==> config.mk <==
export PLATFORM = sky130hd
export DESIGN_NAME = pc_sequencer_flat
export DESIGN_NICKNAME = d
export VERILOG_FILES = /design/src/rtl/pc_sequencer_pkg.sv /design/src/rtl/pc_sequencer_if.sv /design/src/rtl/pc_sequencer_sat_counter.sv /design/src/rtl/pc_sequencer.sv /design/src/flat_wrapper.sv
export SDC_FILE = /design/constraint.sdc
export NUM_CORES = 1
export LEC_CHECK = 0
export CORE_MARGIN = 8
export CORE_UTILIZATION = 41
export CTS_CLUSTER_DIAMETER = 150
export CTS_CLUSTER_SIZE = 12
export DETAILED_ROUTE_END_ITERATION = 10
export GPL_TIMING_DRIVEN = 0
export PLACE_DENSITY = 0.77
export SLEW_MARGIN = 20
export SYNTH_ARGS = -nofsm -noshare
export SYNTH_HDL_FRONTEND = slang
export SYNTH_SLANG_ARGS = --single-unit
==> constraint.sdc <==
create_clock -name Clk -period 2 [get_ports Clk]
set_clock_uncertainty 0.1 [all_clocks]
set_input_delay 0.3 -clock Clk [delete_from_list [all_inputs] [get_ports Clk]]
set_output_delay 0.3 -clock Clk [all_outputs]
set_load 0.01 [all_outputs]
==> src/rtl/pc_sequencer_pkg.sv <==
// Shared types and defaults for the program-counter sequencer slice.
package pc_seq_pkg;

  localparam int D_DEFAULT  = 12;
  localparam int A_DEFAULT  = 5;
  localparam int CW_DEFAULT = 16;

  // Branch-target LUT index 0 never holds a target; a taken branch through it is a decode error.
  localparam int LUT_NO_TARGET = 0;

  typedef enum logic [1:0] {
    IDLE,
    RUN,
    DONE
  } state_t;

endpackage

==> src/rtl/pc_sequencer_if.sv <==
// Host / fetch / branch bus of the sequencer; the sequencer is the slave side.
interface pc_sequencer_if
  import pc_seq_pkg::*;
#(
  parameter int D  = D_DEFAULT,
  parameter int A  = A_DEFAULT,
  parameter int CW = CW_DEFAULT
);

  logic          Start;
  logic [D-1:0]  start_pc;
  logic          stall;
  logic          halt;
  logic          branch_en;
  logic [A-1:0]  branch_idx;
  logic [D-1:0]  lut_target;
  logic [A-1:0]  lut_addr;
  logic [D-1:0]  pc;
  logic          fetch_valid;
  logic          Done;
  logic          bad_branch;
  logic [CW-1:0] run_cycles;

  modport master (
    output Start, start_pc, stall, halt, branch_en, branch_idx, lut_target,
    input  lut_addr, pc, fetch_valid, Done, bad_branch, run_cycles
  );

  modport slave (
    input  Start, start_pc, stall, halt, branch_en, branch_idx, lut_target,
    output lut_addr, pc, fetch_valid, Done, bad_branch, run_cycles
  );

endinterface

==> src/rtl/pc_sequencer_sat_counter.sv <==
// Saturating up-counter with synchronous reset and clear; holds at all-ones.
module sat_counter #(
  parameter int CW = 16
) (
  input  logic          clk,
  input  logic          rst,
  input  logic          en,
  input  logic          clr,
  output logic [CW-1:0] q
);

  always_ff @(posedge clk) begin
    if (rst || clr) begin
      q <= '0;
    end else if (en && (q != '1)) begin
      q <= q + 1'b1;
    end
  end

endmodule

==> src/rtl/pc_sequencer.sv <==
// PC register and run/halt FSM with Start/Done host handshake; taken branches
// are redirected through the external branch-target LUT in the same cycle.
module pc_sequencer
  import pc_seq_pkg::*;
#(
  parameter int D  = D_DEFAULT,
  parameter int A  = A_DEFAULT,
  parameter int CW = CW_DEFAULT
) (
  input logic           Clk,
  input logic           Reset,
  pc_sequencer_if.slave bus
);

  state_t       state_q, state_d;
  logic [D-1:0] pc_q, pc_d;
  logic         bad_q, bad_d;
  logic         accept;
  logic         count_en;

  always_ff @(posedge Clk) begin
    if (Reset) begin
      state_q <= IDLE;
      pc_q    <= '0;
      bad_q   <= 1'b0;
    end else begin
      state_q <= state_d;
      pc_q    <= pc_d;
      bad_q   <= bad_q & ~accept | bad_d & ~accept;
    end
  end

  // In RUN the priority is stall > halt > branch > sequential; IDLE and DONE only wait for Start.
  always_comb begin
    state_d  = state_q;
    pc_d     = pc_q;
    bad_d    = bad_q;
    accept   = 1'b0;
    count_en = 1'b0;
    case (state_q)
      IDLE, DONE: begin
        if (bus.Start) begin
          accept  = 1'b1;
          pc_d    = bus.start_pc;
          state_d = RUN;
        end
      end
      RUN: begin
        count_en = 1'b1;
        if (!bus.stall) begin
          if (bus.halt) begin
            state_d = DONE;
          end else if (bus.branch_en && (bus.branch_idx != A'(LUT_NO_TARGET))) begin
            pc_d = bus.lut_target;
          end else begin
            pc_d = pc_q + 1'b1;
            if (bus.branch_en) begin
              bad_d = 1'b1;
            end
          end
        end
      end
      default: state_d = IDLE;
    endcase
  end

  sat_counter #(.CW(CW)) u_run_cycles (
    .clk (Clk),
    .rst (Reset),
    .en  (count_en),
    .clr (accept),
    .q   (bus.run_cycles)
  );

  assign bus.lut_addr    = bus.branch_idx;
  assign bus.pc          = pc_q;
  assign bus.fetch_valid = (state_q == RUN);
  assign bus.Done        = (state_q == DONE);
  assign bus.bad_branch  = bad_q;

endmodule

==> src/flat_wrapper.sv <==
// flat-port wrapper written by rule: the top's interface ports become plain ports
module pc_sequencer_flat import pc_seq_pkg::*;
#(
  parameter int D  = D_DEFAULT,
  parameter int A  = A_DEFAULT,
  parameter int CW = CW_DEFAULT
)
  (Clk, Reset, bus_Start, bus_start_pc, bus_stall, bus_halt, bus_branch_en, bus_branch_idx, bus_lut_target, bus_lut_addr, bus_pc, bus_fetch_valid, bus_Done, bus_bad_branch, bus_run_cycles);
  pc_sequencer_if #(.D(D), .A(A), .CW(CW)) bus_i ();
  input logic Clk;
  input logic Reset;
  input wire logic [$bits(bus_i.Start)-1:0] bus_Start;
  input wire logic [$bits(bus_i.start_pc)-1:0] bus_start_pc;
  input wire logic [$bits(bus_i.stall)-1:0] bus_stall;
  input wire logic [$bits(bus_i.halt)-1:0] bus_halt;
  input wire logic [$bits(bus_i.branch_en)-1:0] bus_branch_en;
  input wire logic [$bits(bus_i.branch_idx)-1:0] bus_branch_idx;
  input wire logic [$bits(bus_i.lut_target)-1:0] bus_lut_target;
  output wire logic [$bits(bus_i.lut_addr)-1:0] bus_lut_addr;
  output wire logic [$bits(bus_i.pc)-1:0] bus_pc;
  output wire logic [$bits(bus_i.fetch_valid)-1:0] bus_fetch_valid;
  output wire logic [$bits(bus_i.Done)-1:0] bus_Done;
  output wire logic [$bits(bus_i.bad_branch)-1:0] bus_bad_branch;
  output wire logic [$bits(bus_i.run_cycles)-1:0] bus_run_cycles;
  assign bus_i.Start = bus_Start;
  assign bus_i.start_pc = bus_start_pc;
  assign bus_i.stall = bus_stall;
  assign bus_i.halt = bus_halt;
  assign bus_i.branch_en = bus_branch_en;
  assign bus_i.branch_idx = bus_branch_idx;
  assign bus_i.lut_target = bus_lut_target;
  assign bus_lut_addr = bus_i.lut_addr;
  assign bus_pc = bus_i.pc;
  assign bus_fetch_valid = bus_i.fetch_valid;
  assign bus_Done = bus_i.Done;
  assign bus_bad_branch = bus_i.bad_branch;
  assign bus_run_cycles = bus_i.run_cycles;
  pc_sequencer #(.D(D), .A(A), .CW(CW)) u_core (.Clk(Clk), .Reset(Reset), .bus(bus_i));
endmodule
; Word level (Yosys, flattened, before mapping)
; Index checks and enable logic that the tools add are counted.
[word_totals]
elab_cells = 43
output_inout_bits = 36
in_bits = 35
register_bits = 31
[op_classes]
n_addsub = 2
n_reduce_logical = 9
bitwise = 4
mux = 17
eq_ne = 7
[op_table]
columns = op, count
row1 = 12-bit 2-to-1 mux, 4
row2 = 12-bit case mux with 2 select lines, 1
row3 = "16-bit by 1-bit adder with 16-bit output, second input constant", 1
row4 = "16-bit inequality test, second input constant", 1
row5 = "12-bit by 1-bit adder with 12-bit output, second input constant", 1
row6 = 1-bit 2-to-1 mux, 8
row7 = "2-bit inequality test, second input constant", 4
row8 = 2-bit 2-to-1 mux, 3
row9 = 5-bit nonzero test, 1
row10 = 2-bit case mux with 2 select lines, 1
row11 = 4-bit AND reduction, 1
row12 = 3-bit AND reduction, 1
row13 = 1-bit AND, 2
row14 = "2-bit by 1-bit == test with 1-bit output, second input constant", 1
row15 = "2-bit == test, second input constant", 1
row16 = 1-bit logical AND, 2
row17 = 2-bit logical NOT, 1
row18 = 2-bit nonzero test, 1
row19 = 2-bit OR reduction, 1
row20 = 1-bit logical OR, 1
row21 = 1-bit NOT, 1
row22 = 1-bit OR, 1

; Longest topological paths before layout
; Gate-level depths: netlist of run 1.
[depth]
ltp_word = 8
ltp_mapped = 6

; Modules after synthesis
; Synthesis of run 1 repeated with hierarchy kept, for this count alone.
[unflattened]
cells_unflattened = 239
area_unflattened_um2 = 2004.4
[by_module_without_submodules]
columns = module, cells_per_inst, n_inst, area_per_inst_um2, seq_area_each_um2
row1 = pc_sequencer, 144, 1, 1157.4, 300.3
row2 = sat_counter, 95, 1, 847.1, 320.3

; Least setup slack after synthesis of run 1
; OpenSTA, ideal clock, no wires.
[synth_path]
path_kind = reg2reg
from = register u_core.u_run_cycles.q[0]
to = register u_core.u_run_cycles.q[10]
stages_incl_launch_ff = 7
path_slack_ns = 0.041
t_arrival_ns = 1.789
n_path_buf = 1
path_cell_list = dfxtp_1 ha_1 nand4b_1 or2_0 buf_2 or4_2 a21oi_1
[synth_between]
elab_chain_cells = 2
word_cells_on_any_way = 3
[synth_rtl]
columns = item, line_no
row1 = "start, declared", pc_sequencer_sat_counter.sv:9  ; output logic [CW-1:0] q
row2 = "start signal, assigned", pc_sequencer_sat_counter.sv:16  ; q <= q + 1'b1;
row3 = branches (longest 2 deep; another with 16-bit by 1-bit adder with 16-bit output), --
; Parallel ways; which one is timed is not known.
; A chain may end at the register's enable or synchronous reset.

; Final worst setup path of run 1
[layout_path]
from = input port bus_branch_idx[0]
to = register u_core.pc_q[10], in the netlist u_core.bus.pc[10]
[layout_between]
elab_chain_cells = 6
[layout_rtl]
columns = item, line_no
row1 = "start, declared", flat_wrapper.sv:17  ; input wire logic [$bits(bus_i.branch_idx)-1:0] bus_branch_idx;
row2 = 5-bit nonzero test, pc_sequencer.sv:53  ; end else if (bus.branch_en && (bus.branch_idx != A'(LUT_NO_TARGET))) begin
row3 = 1-bit logical AND, pc_sequencer.sv:53
row4 = 12-bit 2-to-1 mux, pc_sequencer.sv:53
row5 = 12-bit 2-to-1 mux, pc_sequencer.sv:51  ; if (bus.halt) begin
row6 = 12-bit 2-to-1 mux, pc_sequencer.sv:50  ; if (!bus.stall) begin
row7 = 12-bit case mux with 2 select lines, pc_sequencer.sv:40  ; case (state_q)
row8 = "end signal, assigned", pc_sequencer.sv:28  ; pc_q <= pc_d;
row9 = "end, declared", pc_sequencer.sv:16  ; logic [D-1:0] pc_q, pc_d;
; Every way passes these cells. The select of a mux whose other input is x is not followed.

==> out/qor.yml, run 1 <==
floorplanning:
  ios: 71
  dieArea_sq_um: 7280
  initial_core_util_pct: 42.0
  die_w_microns: 85.3
  core_area_sq_um: 4690
  die_h_microns: 85.3
  rows: 25
setup_path:
  cp_top_family: "compound AO/OA/AOI/OAI gates"
  path_class: "in -> reg"
  path_buf_inv: 2
  r2r_start: "u_core.u_run_cycles.q[0]"
  crit_chain: "clkdlybuf4s50_1, or4_4, o21a_1, buf_6, o311ai_4, a211oi_1"
  startpoint: "bus_branch_idx[0]"
  worstPathArrival_ps: 1980
  cp-start-kind: "primary input"
  worstPathMaxFanout: 10
  cp_slowest_cell: "or4_4"
  required_ps: 2040
  slowest_delay_ps: 460
  end_kind: "flip-flop"
placement:
  placed_area_sq_um: 2740
  dp_hpwl_mm: 4.82
  dp_slack_ps: -473
  globalplace.congestion: 0.870
  portBuffers: 70
logic_synthesis:
  ys.flop_type: "dfxtp_1"
  synth-edff-count: 0
  synth_most_common_cell: "dfxtp_1"
  syn_avg_cell_area_sq_um: 7.95
  synth_top_cells_by_count: "31 x dfxtp_1, 23 x a21oi_1, 19 x nand2_1, 17 x inv_1"
  netlist_top_cells_area: "dfxtp_1 31%, a21oi_1 5.8%, o211ai_1 4.6%"
  netlist_instances: 248
  ys_ff_latch: 31
  netlist.area_leader.share_pct: 31.5
  seq_area_frac_synth_pct: 31.5
  async_flop_share_pct: 0
  netlist_area_sq_um: 1970
  synth_nets: 285
  yosys_warnings: 0
  synth_cell_types: 51
  yosysTopAreaCell: "dfxtp_1"
timing:
  clock.fmax_mhz: 515
  setup_viol: 0
  slew_headroom_pct: 58.0
  worst_slack_ps: 59.5
  tightest_slew_ps: 630
  period_minus_slack_ps: 1940
  report.final.slew_viol_count: 0
  post-route-period-util_pct: 97.0
  hold_viol: 0
  tns_ps: 0
  holdWs_ps: 398
power:
  ir_drop_mv: 0.345
  p_leak_nw: 1.08
  power_density_nw_per_um2: 562
route:
  drt_iter0_drc: 124
  via_count: 2325
  dr.pass1.iters: 4
  drc_errors: 0
  wire_per_inst_microns: 17.5
  wl_mm: 6.73
  vias_per_cell: 6.04
  ant_nets: 0
clock_tree:
  cts.sinks: 31
  numCtsBuffers: 5
  path_clk_slew_ps: 60
  cts_tree: "done"
  clockRootBuffer: "clkbuf_8"
  cts_max_level: 2
  cts_hold_buf: 0
  insertion_delay_ps: 290
  cts_buffer_depth: 2
final_layout:
  design_area_sq_um: 3080
  drive_above_1_share_pct: 16.3
  syn_to_final_growth_pct: 56.3
  fill_cells: 396
  nets: 367
  num_antenna_cells: 0
flow_run:
  cap_violations: 0
global_route:
  grt_pass1_wl_mm: 10.6
  grt_pass1_vias: 2284
  grt-ovfl-total: 0
  grt_start_max_net_pins: 11
  met1_usage_pct: 21.0
  track_usage_pct: 17.8
  grt.busiest_layer: "met2"
  grtUsageMet3_pct: 6.66
  met2_usage_pct: 28.6
  antenna_found_initial: 0
min_path:
  hp-start: "u_core.u_run_cycles.q[14]"
  worstHoldPathType: "reg -> reg"
outcome:
  status: "complete, no violations"
[report_power, final]
group | internal [W] | switching [W]
sequential | 0.000645 | 0.0000468
clock | 0.000403 | 0.000237
combinational | 0.000209 | 0.000188
total | 0.00126 | 0.000472
[worst register-to-register path: stages, from the launching register on]
cell	delay [ps]
dfxtp_4	380
ha_4	150
nand4b_1	120
or2_0	210
buf_2	160
or4_2	610
a21oi_1	150
[stage by stage]
| stage | power (W) | std cells | utilization, % |
|---|---|---|---|
| floorplan | 0.000860 | 248 | - |
| global placement | 0.00105 | 372 | 58.4 |
| detailed placement | 0.00105 | 372 | 58.4 |
| CTS | 0.00170 | 382 | 61.7 |
| global route | 0.00179 | 385 | 65.6 |
| finish | 0.00173 | 385 | 65.6 |
[placed cells by master (no fill, tap or decap), types with 6 or more instances in the layout]
cell | synthesis | layout
o211ai_1 | 12 | 12
inv_1 | 17 | 16
nand3_1 | 9 | 8
dfxtp_1 | 31 | 28
nor3_1 | 7 | 7
clkbuf_1 | 9 | 6
clkdlybuf4s50_1 | 0 | 66
buf_4 | 6 | 10
nand2_1 | 19 | 19
o31ai_1 | 7 | 7
o21ai_0 | 8 | 7
o21a_1 | 6 | 6
clkbuf_8 | 0 | 6
nor2_1 | 12 | 11
a21oi_1 | 23 | 23
[final cells by class]
| cell class | instances | area (sq um) | share of cell area [%] |
|---|---|---|---|
| Sequential cell | 31 | 627 | 20.4 |
| Clock buffer | 6 | 82.6 | 2.68 |
| Buffer | 20 | 134 | 4.35 |
| Inverter | 17 | 63.8 | 2.07 |
| Timing Repair Buffer | 76 | 773 | 25.1 |
| Multi-Input combinational cell | 179 | 1300 | 42.1 |
| Clock inverter | 2 | 35.0 | 1.14 |
| Tap cell | 54 | 67.6 | 2.19 |
[repair_timing]
item / 4_1_cts / 5_1_grt
gates cloned: 0 / 1
setup endpoints to repair: 13 / 19
buffers inserted: 2 / 3
pin swaps: 0 / 8
gates resized for setup: 17 / 30
[flip-flops by register name, summed over array words and instances (netlist names)]
signal	flops
u_core.bus.pc	12
u_core.state_q	2
u_core.u_run_cycles.q	16
u_core.bus.bad_branch	1
[path summary, 6_finish.rpt]
check | depth (start not counted) | endpoint | slack, ps
worst min register to register | 1 | u_core.u_run_cycles.q[14] | 400
worst max-delay path | 6 | u_core.bus.pc[10] | 60
worst min-delay path | 1 | u_core.u_run_cycles.q[14] | 400
worst max register to register | 6 | u_core.u_run_cycles.q[10] | 70
[per-layer routing]
layer	vias up	share of wire [%]
met1	1109	44
met4	0	1.3
met5	-	0
met2	98	47
li1	1106	-
met3	12	8.3
[cell families (layout without fill, tap and decap cells)]
family | after synthesis | in the layout | share of synthesized area (%)
compound gates | 86 | 86 | 30.4
xor+xnor | 4 | 4 | 1.78
fa+ha+maj | 2 | 2 | 1.27
buf+inv | 38 | 121 | 8.76
flops | 31 | 31 | 31.5
mux | 4 | 4 | 2.03
simple gates | 83 | 83 | 24.3
No activity file was read; power rests on OpenSTA's default activity.
==> run 2: changes to the inputs <==
--- a/config.mk
+++ b/config.mk
@@ -5,12 +5,13 @@
 export SDC_FILE = /design/constraint.sdc
 export NUM_CORES = 1
 export LEC_CHECK = 0
-export CORE_MARGIN = 8
+export CORE_MARGIN = 2
 export CORE_UTILIZATION = 41
 export CTS_CLUSTER_DIAMETER = 150
 export CTS_CLUSTER_SIZE = 12
 export DETAILED_ROUTE_END_ITERATION = 10
 export GPL_TIMING_DRIVEN = 0
+export MAX_ROUTING_LAYER = met4
 export PLACE_DENSITY = 0.77
 export SLEW_MARGIN = 20
 export SYNTH_ARGS = -nofsm -noshare
==> run 2 against run 1 <==
  * Setup slack improved by 9.8 ps
  * Global-route usage is 7.6 points higher
  * Sequential power about the same
  * Highest routed layer unchanged
  * Combinational power fell by 3%
  * First-iteration DRC count decreased by 5.6%
  * Cell area shrank 1.2%
  * Non-clock buffer count grew 1
==> out/qor.yml, run 2 (synthesized netlist as in run 1, its figures left out) <==
outcome:
  status: "complete, no violations"  # unchanged
timing:
  clock.fmax_mhz: 518  # was 515 MHz
  hold_viol: 0  # unchanged
  tns_ps: 0  # unchanged
  setup_viol: 0  # unchanged
  slew_headroom_pct: 58.9  # was 58.0%
  post-route-period-util_pct: 96.5  # was 97.0%
  report.final.slew_viol_count: 0  # unchanged
  period_minus_slack_ps: 1930  # was 1940 ps
  grt_setup_unrepaired: "true"
  tightest_slew_ps: 611  # was 630 ps
route:
  drc_errors: 0  # unchanged
  wl_mm: 6.41  # was 6.73 mm
  wire_per_inst_microns: 16.6  # was 17.5 microns
  via_count: 2311  # was 2325
  drt_iter0_drc: 117  # was 124
  ant_nets: 0  # unchanged
  vias_per_cell: 5.99  # was 6.04
  dr.pass1.iters: 4  # unchanged
placement:
  dp_hpwl_mm: 4.37  # was 4.82 mm
  portBuffers: 70  # unchanged
  placed_area_sq_um: 2740  # unchanged
  globalplace.congestion: 0.899  # was 0.870
global_route:
  track_usage_pct: 25.4  # was 17.8%
  grt_start_max_net_pins: 11  # unchanged
  grt-ovfl-total: 0  # unchanged
  grt_pass1_wl_mm: 10.4  # was 10.6 mm
  antenna_found_initial: 0  # unchanged
  grt_pass1_vias: 2290  # was 2284
setup_path:
  r2r_end: "u_core.u_run_cycles.q[10]"  # unchanged
  r2r_setup_slack_ps: 70  # about the same
  worstPathMaxFanout: 7  # was 10
  r2r_start: "u_core.u_run_cycles.q[3]"  # was u_core.u_run_cycles.q[0]
  path_buf_inv: 1  # was 2
  required_ps: 2120  # was 2040 ps
  cp-start-kind: "flip-flop"  # was primary input
  slowest_delay_ps: 600  # was 460 ps
  worstPathArrival_ps: 2050  # was 1980 ps
  cp_top_family: "simple AND/OR/NAND/NOR gates"  # was compound AO/OA/AOI/OAI gates
  end_kind: "flip-flop"  # unchanged
  r2r_cells: 5  # was 6
  cp_slowest_cell: "or4_2"  # was or4_4
  path_class: "reg -> reg"  # was in -> reg
  crit_chain: "nand3_1, or2_0, buf_2, or4_2, a21oi_1"  # was clkdlybuf4s50_1, or4_4, o21a_1, buf_6, o311ai_4, a211oi_1
final_layout:
  syn_to_final_growth_pct: 54.4  # was 56.3%
  largest_reg_flops: 16  # unchanged
  design_area_sq_um: 3040  # was 3080 sq um
  drive_above_1_share_pct: 15.7  # was 16.3%
  regMostFlops: "u_core.u_run_cycles.q"  # unchanged
  nets: 368  # was 367
  final_cell_mix: "66 x clkdlybuf4s50_1, 28 x dfxtp_1, 23 x a21oi_1"  # unchanged
  num_antenna_cells: 0  # unchanged
  mostFrequentLayoutCell: "clkdlybuf4s50_1"  # unchanged
clock_tree:
  cts_hold_buf: 0  # unchanged
  cts_tree: "done"  # unchanged
  insertion_delay_ps: 280  # was 290 ps
  clockRootBuffer: "clkbuf_8"  # unchanged
  numCtsBuffers: 5  # unchanged
  cts_buffer_depth: 2  # unchanged
  cts.sinks: 31  # unchanged
  cts_max_level: 2  # unchanged
  path_clk_slew_ps: 70  # was 60 ps
min_path:
  hp-start: "u_core.bus.bad_branch"  # was u_core.u_run_cycles.q[14]
  whs_path_depth: 2  # was 1
  worstHoldPathType: "reg -> reg"  # unchanged
  hold_end: "u_core.bus.bad_branch"  # was u_core.u_run_cycles.q[14]
power:
  ir_drop_mv: 0.333  # was 0.345 mV
  power_frac_comb_pct: 22.4  # was 23.0%
  internal_power_w: 0.00125  # was 0.00126 W
  p_switching_w: 0.000476  # was 0.000472 W
  clkPwrFrac_pct: 37.7  # was 37.0%
  power_density_nw_per_um2: 568  # was 562 nW/um^2
  p_sw_share_pct: 27.5  # was 27.3%
  finalPower_w: 0.00173  # about the same
  p_leak_nw: 1.07  # was 1.08 nW
  seq_power_share_pct: 39.9  # was 40.0%
floorplanning:
  die_w_microns: 73.3  # was 85.3 microns
  rows: 25  # unchanged
  initial_core_util_pct: 42.0  # unchanged
  ios: 71  # unchanged
  core_area_sq_um: 4690  # unchanged
  dieArea_sq_um: 5380  # was 7280 sq um
  die_h_microns: 73.3  # was 85.3 microns
flow_run:
  cap_violations: 0  # unchanged
-- run 2: cell count changes in the layout (fill, tap and decap cells not counted), sizes merged --
cell          before  now
buf               14   18
clkbuf            18   15
dlygate4sd2        1    2
dlymetal6s2s       3    2
-- run 2: power groups by stage --
stage	registers, W	clock network, W	logic, W
floorplan	0.000703	0	0.000157
global placement	0.000701	0	0.000344
detailed placement	0.000701	0	0.000347
CTS	0.000689	0.000651	0.000367
global route	0.000694	0.000681	0.000418
finish	0.000690	0.000652	0.000387
-- run 2: layout make-up --
cell class / count / area [sq um]
Sequential cell: 31 / 629
Clock inverter: 2 / 35.0
Inverter: 17 / 63.8
Clock buffer: 6 / 82.6
Buffer: 20 / 145
Fill cell: 391 / 1650
Multi-Input combinational cell: 179 / 1260
Timing Repair Buffer: 77 / 756
Tap cell: 54 / 67.6
-- run 2: repair_timing --
action,in CTS,in global routing
buffers inserted,3,4
pin swaps,2,7
resized for setup,22,25
hold endpoints to repair,0,0
endpoints found under the setup margin,18,22
-- run 2: worst max-delay path by stage --
| stage | from | endpoint | cells after the start |
|---|---|---|---|
| 4_1_cts | u_core.u_run_cycles.q[6] | u_core.u_run_cycles.q[2] | 5 |
| 5_1_grt | u_core.u_run_cycles.q[2] | u_core.u_run_cycles.q[10] | 6 |
| 3_3_place_gp | bus_stall | u_core.bus.pc[11] | 6 |
| 3_5_place_dp | bus_stall | u_core.bus.pc[11] | 6 |
| 2_1_floorplan | u_core.u_run_cycles.q[0] | u_core.u_run_cycles.q[10] | 6 |
| 6_report | u_core.u_run_cycles.q[3] | u_core.u_run_cycles.q[10] | 5 |
-- run 2: per-layer routing --
layer | track usage [%] | routed length, microns | vias to the layer above
li1 | - | - | 1109
met1 | 31.6 | 2820 | 1082
met2 | 40.2 | 3020 | 101
met3 | 4.94 | 449 | 19
met4 | 10.5 | 121 | 0
met5 | - | 0 | -
-- run 2: metrics by stage --
step / setup slack [ps] / util (%) / hold WS [ps] / instances
detailed placement: -485 / 58.4 / 387 / 372
floorplan: 41.0 / - / 383 / 248
CTS: 4.78 / 62.5 / 396 / 383
finish: 69.4 / 64.9 / 399 / 386
global placement: -490 / 58.4 / 382 / 372
global route: -16.6 / 64.9 / 422 / 386
-- run 2: worst register-to-register path, stage by stage, from the launching register on --
cell and delay [ps]:
dfxtp_1 470, nand3_1 160, or2_0 240, buf_2 150
or4_2 600, a21oi_1 150
==> run 3: changes to the inputs <==
--- a/config.mk
+++ b/config.mk
@@ -13,6 +13,7 @@
 export GPL_TIMING_DRIVEN = 0
 export MAX_ROUTING_LAYER = met4
 export PLACE_DENSITY = 0.77
+export SETUP_SLACK_MARGIN = 0.1
 export SLEW_MARGIN = 20
 export SYNTH_ARGS = -nofsm -noshare
 export SYNTH_HDL_FRONTEND = slang
==> run 3 against run 2 <==
  * Via count is 3.0% lower
  * Non-clock buffer count is the same
  * Utilization is 0.72 points higher
  * Cell area grew 1.1%
  * Combinational power barely moved
  * Highest routed layer unchanged
==> out/qor.yml, run 3 (synthesized netlist as in run 1, its figures left out) <==
outcome:
  status: "complete, no violations"  # unchanged
timing:
  tightest_slew_ps: 598  # was 611 ps
  tns_ps: 0  # unchanged
  clock.fmax_mhz: 538  # was 518 MHz
  report.final.slew_viol_count: 0  # unchanged
  setup_viol: 0  # unchanged
  slew_headroom_pct: 59.8  # was 58.9%
  period_minus_slack_ps: 1860  # was 1930 ps
  grt_setup_unrepaired: "true"  # unchanged
  hold_viol: 0  # unchanged
  post-route-period-util_pct: 92.9  # was 96.5%
global_route:
  grt_pass1_wl_mm: 10.2  # was 10.4 mm
  grt_pass1_vias: 2190  # was 2290
  grt_start_max_net_pins: 11  # unchanged
  track_usage_pct: 24.9  # was 25.4%
  met2_usage_pct: 42.0  # was 40.2%
  grt.busiest_layer: "met2"  # unchanged
  grt-ovfl-total: 0  # unchanged
  grtUsageMet3_pct: 5.76  # was 4.94%
  met1_usage_pct: 29.4  # was 31.6%
  antenna_found_initial: 0  # unchanged
setup_path:
  slowest_delay_ps: 520  # was 600 ps
  cp_top_family: "buffers and inverters"  # was simple AND/OR/NAND/NOR gates
  worstPathMaxFanout: 3  # was 7
  worstPathArrival_ps: 1460  # was 2050 ps
  cp-start-kind: "primary input"  # was flip-flop
  cp_slowest_cell: "clkdlybuf4s50_1"  # was or4_2
  crit_chain: "clkdlybuf4s50_1, buf_4, clkdlybuf4s50_1"  # was nand3_1, or2_0, buf_2, or4_2, a21oi_1
  path_buf_inv: 3  # was 1
  crit_top_cell: "clkdlybuf4s50_1"
  end_kind: "output pin"  # was flip-flop
  path_class: "in -> out"  # was reg -> reg
  required_ps: 1600  # was 2120 ps
route:
  vias_per_cell: 5.81  # was 5.99
  dr.pass1.iters: 5  # was 4
  ant_nets: 0  # unchanged
  wl_mm: 6.19  # was 6.41 mm
  drc_errors: 0  # unchanged
  drt_iter0_drc: 115  # was 117
  via_count: 2241  # was 2311
  wire_per_inst_microns: 16.0  # was 16.6 microns
clock_tree:
  cts_max_level: 2  # unchanged
  insertion_delay_ps: 280  # about the same
  numCtsBuffers: 5  # unchanged
  cts_tree: "done"  # unchanged
  cts.sinks: 31  # unchanged
  path_clk_slew_ps: 70  # about the same
  cts_buffer_depth: 2  # unchanged
  clockRootBuffer: "clkbuf_8"  # unchanged
placement:
  globalplace.congestion: 0.888  # was 0.899
  dp_hpwl_mm: 4.36  # was 4.37 mm
  placed_area_sq_um: 2740  # about the same
  portBuffers: 70  # unchanged
  dp_cells: 372  # unchanged
final_layout:
  mostFrequentLayoutCell: "clkdlybuf4s50_1"  # unchanged
  fill_cells: 398  # was 391
  regMostFlops: "u_core.u_run_cycles.q"  # unchanged
  syn_to_final_growth_pct: 56.1  # was 54.4%
  num_antenna_cells: 0  # unchanged
  nets: 368  # unchanged
  fin_cells: 386  # unchanged
  design_area_sq_um: 3080  # was 3040 sq um
  final_cell_mix: "64 x clkdlybuf4s50_1, 22 x a21oi_1, 19 x nand2_1"  # was 66 x clkdlybuf4s50_1, 28 x dfxtp_1, 23 x a21oi_1
  largest_reg_flops: 16  # unchanged
  drive_above_1_share_pct: 19.3  # was 15.7%
power:
  power_density_nw_per_um2: 528  # was 568 nW/um^2
  p_leak_nw: 1.08  # was 1.07 nW
  ir_drop_mv: 0.296  # was 0.333 mV
floorplanning:
  core_area_sq_um: 4690  # unchanged
  dieArea_sq_um: 5380  # unchanged
  ios: 71  # unchanged
  initial_core_util_pct: 42.0  # unchanged
  die_h_microns: 73.3  # unchanged
  die_w_microns: 73.3  # unchanged
  rows: 25  # unchanged
flow_run:
  cap_violations: 0  # unchanged
min_path:
  worstHoldPathType: "reg -> reg"  # unchanged
==> run 3: cell types whose count changed in the layout (fill, tap and decap cells not counted), moves of 2 or more <==
cell and delta:
clkdlybuf4s50_1 -2, dfxtp_1 -10, dfxtp_2 +7, dfxtp_4 +3, dlygate4sd2_1 +2, o311ai_2 -3, o311ai_4 +2
==> run 3: worst min-delay path, stage by stage (launching register included) <==
cell,delay (ps)
dfxtp_1,340
a31oi_1,40
nor2_1,70
==> run 3: final cells by class <==
class | instances | area (sq um) | share of cell area, %
Multi-Input combinational cell | 179 | 1300 | 42.1
Tap cell | 54 | 67.6 | 2.20
Clock buffer | 8 | 100 | 3.25
Timing Repair Buffer | 76 | 746 | 24.2
Sequential cell | 31 | 649 | 21.1
Buffer | 21 | 154 | 5.00
Inverter | 17 | 63.8 | 2.07
==> run 3: path summary, 6_finish.rpt <==
path	from	end	slack (ps)	cells after the start
hold reg to reg	u_core.bus.bad_branch	u_core.bus.bad_branch	380	2
setup / recovery	bus_branch_idx[1]	bus_lut_addr[1]	140	3
setup reg to reg	u_core.bus.pc[3]	u_core.bus.pc[6]	190	5
hold / removal	u_core.bus.bad_branch	u_core.bus.bad_branch	380	2
==> run 3: stage by stage <==
step | hold slack, ps | worst slack, ps | total power [W] | util (%)
global route | 408 | 71.7 | 0.00170 | 65.6
CTS | 391 | 100 | 0.00162 | 63.8
detailed placement | 375 | -524 | 0.00105 | 58.5
finish | 382 | 142 | 0.00163 | 65.6
floorplan | 374 | 107 | 0.000860 | -
global placement | 372 | -502 | 0.00104 | 58.5
==> run 3: layer usage <==
layer | up-vias | wire, microns
met5 | - | 0
li1 | 1108 | -
met4 | 0 | 99
met3 | 9 | 404
met1 | 1032 | 2590
met2 | 92 | 3100
==> run 3: timing repair <==
item / 4_1_cts / 5_1_grt
cloned: 0 / 0
pin swaps: 8 / 9
hold endpoints to repair: 0 / 0
resized for setup: 37 / 30
hold buffers: 0 / 0
setup buffers: 5 / 1
endpoints found under the setup margin: 23 / 21
==> run 3: report_power, final <==
part / switching [W] / internal, W / total [W] / leakage [nW]
clock: 0.000239 / 0.000314 / 0.000553 / 0.0515
combinational: 0.000178 / 0.000209 / 0.000387 / 0.772
sequential: 0.0000449 / 0.000641 / 0.000686 / 0.260
total: 0.000462 / 0.00116 / 0.00163 / 1.08
==> RTL change: new RTL, config.mk and constraints of run 3 <==
Make the reset (`Reset`) asynchronous in one clocked block. Comments in the files are not updated.
--- a/src/rtl/pc_sequencer.sv
+++ b/src/rtl/pc_sequencer.sv
@@ -18,7 +18,7 @@
   logic         accept;
   logic         count_en;
 
-  always_ff @(posedge Clk) begin
+  always_ff @(posedge Clk or posedge Reset) begin
     if (Reset) begin
       state_q <= IDLE;
       pc_q    <= '0;
Check against the original RTL: differs if Reset is asserted again (counterexample within 4 cycles, from zero or initial values and one cycle with Reset high); with Reset held inactive, the same outputs for 10 cycles.
==> RTL change against run 3 <==
  * Area after synthesis rose by 0.25%
  * Routed wire length fell by 4.3%
  * Utilization fell by 3.3 points
  * Via count fell by 4.2%
  * Cell area fell by 5.1%
  * Synthesized cell count fell by 10%
  * Sequential share of layout area rose by 2.8 points
  * Setup slack got worse by 0.031 ns
  * Sequential cell count did not move
  * Global-route usage fell by 1.9 points
  * First-iteration DRC count rose by 49%
  * Critical path type is now flop to flop
  * Largest cell class unchanged
Power is not compared: it rests on default switching activity, and its combinational part moved more than twofold at a synthesized area within 25%.
==> RTL change: results (changes against run 3) <==
- Total global-route track usage: 23.07% (-1.9 points)
- Wire length on met1: 2565 um (-0.93%)
- Main synth FF type: dfxtp_1
- Final nets: 341 (-7.3%)
- Slew HR: 61.72% (+1.9 points)
- Dpl cells: 346 (-7.0%)
- Synth cell count leaders: dfxtp_1 (16), nand2_1 (16), a21oi_1 (15), dfrtp_1 (15), o21ai_0 (13)
- Fill cells: 417 (+4.8%)
- Unique cell type count in the Yosys netlist: 53 (+3.9%)
- CP max stage delay: 0.41 ns (-0.11 ns)
- Fraction of registers with async set/reset: 48.39% (+48 points)
- Met2 WL post-DR: 2813 um (-9.1%)
- Sequential fraction of the synthesis area: 35.21% (+3.7 points)
- First-pass GRT wire length: 9466 um (-7.3%)
- Final HPWL DP: 4211 um (-3.4%)
- Average vias per placed instance: 5.978 (+3.0%)
- Hold crit path type: primary input to flop
- Worst Path Arrival: 2.00 ns (+0.54 ns)
- Main area contributors after synthesis: dfrtp_1 (19%), dfxtp_1 (16%), mux2i_1 (4.6%)
- Initial drt markers: 171 (+49%)
- Critical path's top delay family: simple AND/OR/NAND/NOR gates
- Routed wl met3: 394 um (-2.5%)
- Largest net degree at the start of global routing: 16 (+5)
- Syn_nets: 260 (-8.8%)
- Critical Path Slowest Stage Cell: or4_1
- RD Place Congestion: 0.9032 (+1.7%)
- Pre-antenna DRT Iters: 4 (-1)
- Status: complete, no violations
- Layout cells sized above 1: 13.44% (-5.8 points)
- Input/output buffers: 69 (-1.4%)
-- RTL change: cell types whose count changed after synthesis, moves of 5 or more --
cell	change
dfxtp_1	-15
inv_1	-10
a21oi_1	-8
o21ai_0	+5
mux2i_1	+5
nand4_1	+6
a32oi_1	+5
dfrtp_1	+15
o211ai_1	-12
-- RTL change: what timing repair did --
action,in CTS,in global routing
gates resized for setup,13,11
pin swaps,2,3
endpoints found under the setup margin,17,14
cloned,1,0
buffers inserted,2,2
endpoints found under the hold margin,0,0
-- RTL change: worst reg2reg max path, cell delays in order (launching register included) --
cell and delay [ns]:
dfxtp_2 0.35, ha_2 0.20, and3_4 0.20, a311o_1 0.39, or4_1 0.41, a21oi_1 0.17
-- RTL change: final cells by class --
class / count / area (sq um) / share of cell area, %
sequential: 31 / 698.2 / 23.91
clock buffer: 8 / 100.1 / 3.428
tap: 54 / 67.56 / 2.314
buffer: 15 / 102.6 / 3.513
inverter: 7 / 30.03 / 1.028
multi-input combinational: 170 / 1194 / 40.87
timing repair buffer: 74 / 728.2 / 24.94
-- RTL change: cells by family (layout without fill, tap and decap cells) --
group	Yosys count	in the layout	share of synthesized area (%)
AOI/OAI and AO/OA	68	68	24.45
muxes	9	9	4.560
adders and majority gates	2	2	1.266
xor gates and xnor gates	6	6	2.660
and+or+nand+nor	85	85	25.84
DFF	31	31	35.21
buffers and inverters	22	104	6.017
-- RTL change: metal layers --
metal,GRT usage (%),vias up
met4,9.899,0
met1,29.68,1010
met2,35.44,88
met3,4.390,16
met5,-,-
li1,-,1032
-- RTL change: per-stage QoR --
stage	setup slack [ns]	total power, mW	cell area (sq um)	utilization [%]
CTS	0.03550	2.864	2870	61.17
global placement	-0.4342	2.247	2734	58.27
floorplan	0.1691	1.684	1976	-
detailed placement	-0.4460	2.281	2734	58.27
finish	0.1110	2.923	2920	62.24
global route	0.05891	3.101	2920	62.24
-- RTL change: worst paths after layout --
| path | startpoint | endpoint | slack, ns | depth (start not counted) |
|---|---|---|---|---|
| worst min register to register | u_core.u_run_cycles.q[1] | u_core.u_run_cycles.q[1] | 0.39 | 2 |
| worst max register to register | u_core.u_run_cycles.q[0] | u_core.u_run_cycles.q[15] | 0.11 | 5 |
| min in group asynchronous | Reset | u_core.bus.bad_branch | 0.40 | 3 |
| max in group asynchronous | Reset | u_core.state_q[1] | 1.21 | 3 |
| worst max-delay path | u_core.u_run_cycles.q[0] | u_core.u_run_cycles.q[15] | 0.11 | 5 |
| worst min-delay path | bus_stall | u_core.state_q[0] | 0.37 | 3 |
-- RTL change: report_power, final --
group,total (mW),internal (mW),switching [mW]
registers,1.01,0.773,0.238
clock network,0.560,0.314,0.246
logic,1.35,0.687,0.665
total,2.92,1.77,1.15
